===== src/rtl/wb_pkg.sv =====
// Shared Wishbone decoder types: FSM states and fault codes.
package wb_pkg;

  localparam int WB_FAULT_W = 2;

  typedef enum logic [1:0] {
    IDLE = 2'b00,
    BUSY = 2'b01,
    ERR  = 2'b10
  } wb_state_t;

  typedef enum logic [WB_FAULT_W-1:0] {
    FAULT_NONE     = 2'b00,
    FAULT_UNMAPPED = 2'b01,
    FAULT_TIMEOUT  = 2'b10
  } fault_code_t;

endpackage


===== src/rtl/wb_watchdog.sv =====
// Saturating stall counter; expired is high once TIMEOUT enabled cycles have elapsed.
module wb_watchdog #(
  parameter int TIMEOUT = 255
) (
  input  logic clk_i,
  input  logic rst_i,
  input  logic clr,
  input  logic en,
  output logic expired
);

  localparam int            CW    = (TIMEOUT > 0) ? $clog2(TIMEOUT + 1) : 1;
  localparam logic [CW-1:0] LIMIT = CW'(TIMEOUT);

  logic [CW-1:0] cnt_r;

  // Count enabled cycles, holding at LIMIT so the counter never wraps
  always_ff @(posedge clk_i or negedge rst_i) begin
    if (!rst_i) begin
      cnt_r <= '0;
    end else if (clr) begin
      cnt_r <= '0;
    end else if (en && (cnt_r != LIMIT)) begin
      cnt_r <= cnt_r + CW'(1);
    end else begin
      cnt_r <= cnt_r;
    end
  end

  // A zero TIMEOUT leaves LIMIT at the reset value, so gate it off explicitly
  assign expired = (TIMEOUT != 0) && (cnt_r == LIMIT);

endmodule


===== src/rtl/wb_decoder.sv =====
// Wishbone address decoder: one master to 2^SEL_W slave ports with registered
// port decode, unmapped-port errors and a stall watchdog.
module wb_decoder
  import wb_pkg::*;
#(
  parameter int                      AW        = 32,
  parameter int                      DW        = 32,
  parameter int                      SEL_LSB   = 28,
  parameter int                      SEL_W     = 4,
  parameter logic [(1<<SEL_W)-1:0]   PORT_MASK = '1,
  parameter int                      TIMEOUT   = 255
) (
  input  logic                          clk_i,
  input  logic                          rst_i,
  input  logic                          m_cyc,
  input  logic                          m_stb,
  input  logic                          m_we,
  input  logic [AW-1:0]                 m_adr,
  input  logic [DW/8-1:0]               m_sel,
  input  logic [DW-1:0]                 m_dat_o,
  output logic [DW-1:0]                 m_dat_i,
  output logic                          m_ack,
  output logic                          m_err,
  output logic [(1<<SEL_W)-1:0]         s_cyc,
  output logic [(1<<SEL_W)-1:0]         s_stb,
  output logic                          s_we,
  output logic [AW-1:0]                 s_adr,
  output logic [DW/8-1:0]               s_sel,
  output logic [DW-1:0]                 s_dat_o,
  input  logic [(1<<SEL_W)*DW-1:0]      s_dat_i,
  input  logic [(1<<SEL_W)-1:0]         s_ack,
  output logic                          fault,
  output logic [WB_FAULT_W-1:0]         fault_code,
  output logic [AW-1:0]                 fault_adr
);

  wb_state_t   state_r;
  logic [SEL_W-1:0] port_r;
  logic [AW-1:0]    adr_r;
  logic             m_err_r;
  logic             fault_r;
  fault_code_t      fault_code_r;
  logic [AW-1:0]    fault_adr_r;

  logic [SEL_W-1:0] idx_s;
  logic             req_s;
  logic             ack_s;
  logic             busy_s;
  logic             expired_s;

  assign idx_s  = m_adr[SEL_LSB +: SEL_W];
  assign req_s  = m_cyc & m_stb;
  assign busy_s = (state_r == BUSY);
  assign ack_s  = s_ack[port_r];

  assign s_we    = m_we;
  assign s_adr   = m_adr;
  assign s_sel   = m_sel;
  assign s_dat_o = m_dat_o;

  assign m_err      = m_err_r;
  assign fault      = fault_r;
  assign fault_code = fault_code_r;
  assign fault_adr  = fault_adr_r;

  wb_watchdog #(
    .TIMEOUT (TIMEOUT)
  ) u_watchdog (
    .clk_i   (clk_i),
    .rst_i   (rst_i),
    .clr     (state_r == IDLE),
    .en      (busy_s & ~ack_s),
    .expired (expired_s)
  );

  // Decode FSM; m_err and fault are registered so they rise together on ERR entry
  always_ff @(posedge clk_i or negedge rst_i) begin
    if (!rst_i) begin
      state_r      <= IDLE;
      port_r       <= '0;
      adr_r        <= '0;
      m_err_r      <= 1'b0;
      fault_r      <= 1'b0;
      fault_code_r <= FAULT_NONE;
      fault_adr_r  <= '0;
    end else begin
      m_err_r <= 1'b0;
      fault_r <= 1'b0;
      case (state_r)
        IDLE: begin
          if (req_s) begin
            if (PORT_MASK[idx_s]) begin
              port_r  <= idx_s;
              adr_r   <= m_adr;
              state_r <= BUSY;
            end else begin
              state_r      <= ERR;
              m_err_r      <= 1'b1;
              fault_r      <= 1'b1;
              fault_code_r <= FAULT_UNMAPPED;
              fault_adr_r  <= m_adr;
            end
          end else begin
            state_r <= IDLE;
          end
        end
        BUSY: begin
          // Ack and master abort both outrank a watchdog expiry in the same cycle
          if (ack_s || !m_cyc) begin
            state_r <= IDLE;
          end else if (expired_s) begin
            state_r      <= ERR;
            m_err_r      <= 1'b1;
            fault_r      <= 1'b1;
            fault_code_r <= FAULT_TIMEOUT;
            fault_adr_r  <= adr_r;
          end else begin
            state_r <= BUSY;
          end
        end
        ERR: begin
          state_r <= IDLE;
        end
        default: begin
          state_r <= IDLE;
        end
      endcase
    end
  end

  // Route the selected port's strobes and return path only while BUSY
  always_comb begin
    s_cyc   = '0;
    s_stb   = '0;
    m_ack   = 1'b0;
    m_dat_i = '0;
    if (busy_s) begin
      s_cyc[port_r] = m_cyc;
      s_stb[port_r] = m_stb;
      m_ack         = ack_s;
      m_dat_i       = s_dat_i[port_r*DW +: DW];
    end else begin
      m_ack = 1'b0;
    end
  end

endmodule


===== config.mk =====
export PLATFORM = sky130hd
export DESIGN_NAME = wb_decoder
export DESIGN_NICKNAME = d
export VERILOG_FILES = /design/src/rtl/wb_pkg.sv /design/src/rtl/wb_watchdog.sv /design/src/rtl/wb_decoder.sv
export SDC_FILE = /design/constraint.sdc
export NUM_CORES = 1
export LEC_CHECK = 0
export BUFFER_PORTS_ARGS = -buffer_cell sky130_fd_sc_hd__buf_2
export CAP_MARGIN = 20
export CORE_AREA = 2 2 300 302
export CTS_BUF_LIST = sky130_fd_sc_hd__clkbuf_16
export CTS_CLUSTER_DIAMETER = 80
export DETAILED_ROUTE_END_ITERATION = 8
export DIE_AREA = 0 0 302 304
export PLACE_DENSITY = 0.35
export SLEW_MARGIN = 40
export SYNTH_ARGS = -nofsm -noshare
export SYNTH_HDL_FRONTEND = slang
export SYNTH_HIERARCHICAL = 1
export SYNTH_SLANG_ARGS = --single-unit

===== constraint.sdc =====
create_clock -name clk_i -period 2.26 [get_ports clk_i]
set_clock_uncertainty 0.2 [all_clocks]
set_input_delay 0 -clock clk_i [delete_from_list [all_inputs] [get_ports clk_i]]
set_output_delay 0 -clock clk_i [all_outputs]
set_load 0.03 [all_outputs]

==> impl_metrics.toml <==
[outcome]
outcome = "finished with violations"
violations = "negative setup slack"

[route]
ant_nets = 0
detail_route.wl_per_cell_um = 24.0
route.vias.total = 9083
drt-initial-drc-count = 486
first_pass_iters = 5
avgViaCountPerCell = 3.55
drc = 0
wl_mm = 61.4

[clock_network]
htreeDepth = 3
clock-root-buffer = "clkbuf_16"
cts_buffers = 9
clk_latency_ns = 0.34
clk_pin_slew_ns = 0.06
cts_tree = "built"
cts.sinks = 77
clk_path_buf_depth = 2

[layout]
fin_util_pct = 17.4
area_delta_synth_final_pct = 89.9
fin_nets = 1961
final_cell_count_no_fill = 2555
fill_cells = 9895
layout-drive-gt1-share_pct = 82.3

[synth]
synth_top_cell_by_area = "mux4_2"
synth_nets = 1196
yosys_warnings = 6
async_reset_ff_share_pct = 100
synth-seq-cells = 77
syn-mean-instance-area_um2 = 13.7
ys_top_cells_by_area = "mux4_2 44%, dfrtp_1 24%, buf_4 6.9%, mux2_4 5.2%, mux2_2 5.1%"
yosysSeqAreaShare_pct = 23.6
synth_edf_count = 0
synth_cell_types = 41
yosysTopAreaCellShare_pct = 44.4
syn-instance-count = 594
ys.flop_type = "dfrtp_1"
synth_area_um2 = 8160

[sta]
slew_headroom_pct = 70.7
finalCritPeriodShare_pct = 125
rsz0062_at_grt = "yes"
drv_slew = 0
finalHoldViolCount = 0
max_freq_ghz = 0.355
period_minus_slack_ns = 2.82
finalWorstSetupSlack_ns = -0.558
worst_pin_slew_ns = 0.439
setup_violations = 79

[die]
initial_core_util_pct = 9.17
die_x_um = 302
die-area_um2 = 91800
core-area_um2 = 89000
rows = 110
pin_count = 771
die_h_um = 304

[placed_design]
place_inst = 2417
dpl_worst_slack_ns = -0.384
gp_congestion = 0.919
dpl.hpwl_mm = 52.0
port_buffers = 696

[worst_hold_path]
hp-class = "in -> async"

[setup_path]
r2r_end = "fault_adr[14]"
r2r_slack_ns = -0.39
crit_arrival_ns = 2.62
crit_type = "reg -> out"
worstPathRequired_ns = 2.06
critPathMaxFanout = 8
worstReg2RegStart = "port_r[1]"
cp-start-kind = "register"
rr_worst_depth = 9
end_kind = "primary output"

[power]
irDropWorstVdd_mv = 0.325
cellLeakagePower_nw = 7.00
finalPower_mw = 9.76
power_density_nw_per_um2 = 629

[grt]
grt_pass1_wl_mm = 81.0
overflow = 0
grt_usage_pct = 12.8
antenna_found_initial = 55
grt_pass1_vias = 9769
grt_max_degree = 39

[job]
cap_violations = 0
layout by cell type (no fill, tap or decap), drive strengths merged, types with 2 or more instances in the layout:
cell type / count
a211oi: 4
a21oi: 3
a31oi: 3
and2: 34
and3: 2
and4: 2
buf: 803
bufbuf: 2
bufinv: 3
clkbuf: 13
clkinv: 3
dfrtp: 77
diode: 15
dlygate4sd3: 71
inv: 4
mux2: 65
mux2i: 9
mux4: 161
nand2: 23
nand2b: 9
nand3: 5
nand4: 6
nand4b: 2
nor2: 30
nor2b: 4
nor3: 11
o21bai: 2
or2: 3
cells by family (layout without fill, tap and decap cells):
| family | count (synthesis) | count (layout) | synth area share, % |
|---|---|---|---|
| multiplexers | 235 | 235 | 55.8 |
| adder cells (fa/ha/maj) | 1 | 1 | 0.153 |
| AO/OA/AOI/OAI | 17 | 17 | 1.44 |
| AND/OR/NAND/NOR | 135 | 135 | 8.75 |
| flip-flops | 77 | 77 | 23.6 |
| buffers and inverters | 129 | 899 | 10.3 |
| other | 0 | 15 | 0 |
cell type report:
| type | count | area [µm²] | share of cell area [%] |
|---|---|---|---|
| inverters | 3 | 11.3 | 0.0727 |
| flip-flops and latches | 77 | 1940 | 12.5 |
| well taps | 1176 | 1470 | 9.49 |
| repair buffers | 880 | 6020 | 38.8 |
| clock inverters | 7 | 115 | 0.743 |
| multi-input cells | 388 | 5680 | 36.6 |
| clock buffers | 9 | 225 | 1.45 |
| diodes | 15 | 37.5 | 0.242 |
through the flow:
step	hold slack (ns)	TNS [ns]	area (µm²)
3_3_place_gp	-0.231	-18.79	13100
6_report	0.0181	-28.07	15500
3_5_place_dp	-0.221	-20.16	13100
4_1_cts	0.0232	-37.39	15300
2_1_floorplan	-0.496	-0.189	8210
5_1_grt	0.0448	-35.46	15500
critical path, stage by stage (launching register included):
cell,delay [ns]
dfrtp_4,0.50
buf_8,0.16
buf_12,0.15
buf_12,0.15
buf_6,0.11
mux4_2,0.41
mux4_2,0.47
and2_4,0.17
buf_6,0.13
worst max-delay path by stage:
stage | end | slack, ns | start | cells past startpoint
2_1_floorplan | s_stb[12] | -0.04 | port_r[2] | 5
3_3_place_gp | m_dat_i[15] | -0.37 | port_r[0] | 6
3_5_place_dp | u_watchdog/cnt_r[5] | -0.38 | port_r[1] | 9
4_1_cts | m_dat_i[8] | -0.61 | port_r[0] | 8
5_1_grt | m_dat_i[20] | -0.64 | port_r[0] | 8
6_report | m_dat_i[20] | -0.56 | port_r[0] | 8
sequential cells by signal, indices dropped and copies added, names as in the netlist:
register,count
adr_r,28
fault,1
fault_adr,32
fault_code,2
port_r,4
state_r,2
u_watchdog/cnt_r,8
where the power goes:
part	internal (mW)	switching, mW	leakage (nW)	total (mW)
Clock	1.08	0.628	0.169	1.70
Sequential	1.53	0.103	0.994	1.64
Combinational	3.55	2.86	5.84	6.42
Total	6.16	3.59	7.00	9.76
what timing repair did:
action	4_1_cts	5_1_grt
hold buffers	72	0
hold endpoints to repair	152	0
gates resized for setup	186	68
setup buffers	21	11
endpoints found under the setup margin	93	94
pin swaps	10	13
cloned	10	1
metal layers:
metal  global-route usage [%]  up-vias  wire (µm)
li1                         -     3861          -
met1                     14.6     4546      23100
met2                     22.1      528      30200
met3                     5.09      108       6270
met4                     3.11       40       1600
met5                        0        -        244
cells in the mapped netlist, types with 2 or more instances:
cell type / n
nor2b_1: 4
nand2b_1: 9
and3_1: 2
mux2_4: 28
nand2_1: 22
dfrtp_1: 77
a211oi_1: 4
nand4_1: 6
buf_6: 6
or2_2: 2
buf_2: 21
clkbuf_1: 21
mux2i_1: 9
mux4_2: 161
a31oi_1: 3
buf_4: 75
nor2_1: 30
and2_1: 33
a21oi_1: 3
o21bai_1: 2
mux2_2: 37
nand3_1: 5
nor3_1: 11
nand4b_1: 2
inv_1: 3
buf_1: 3
Note: power is estimated with default switching activity, not from simulation.
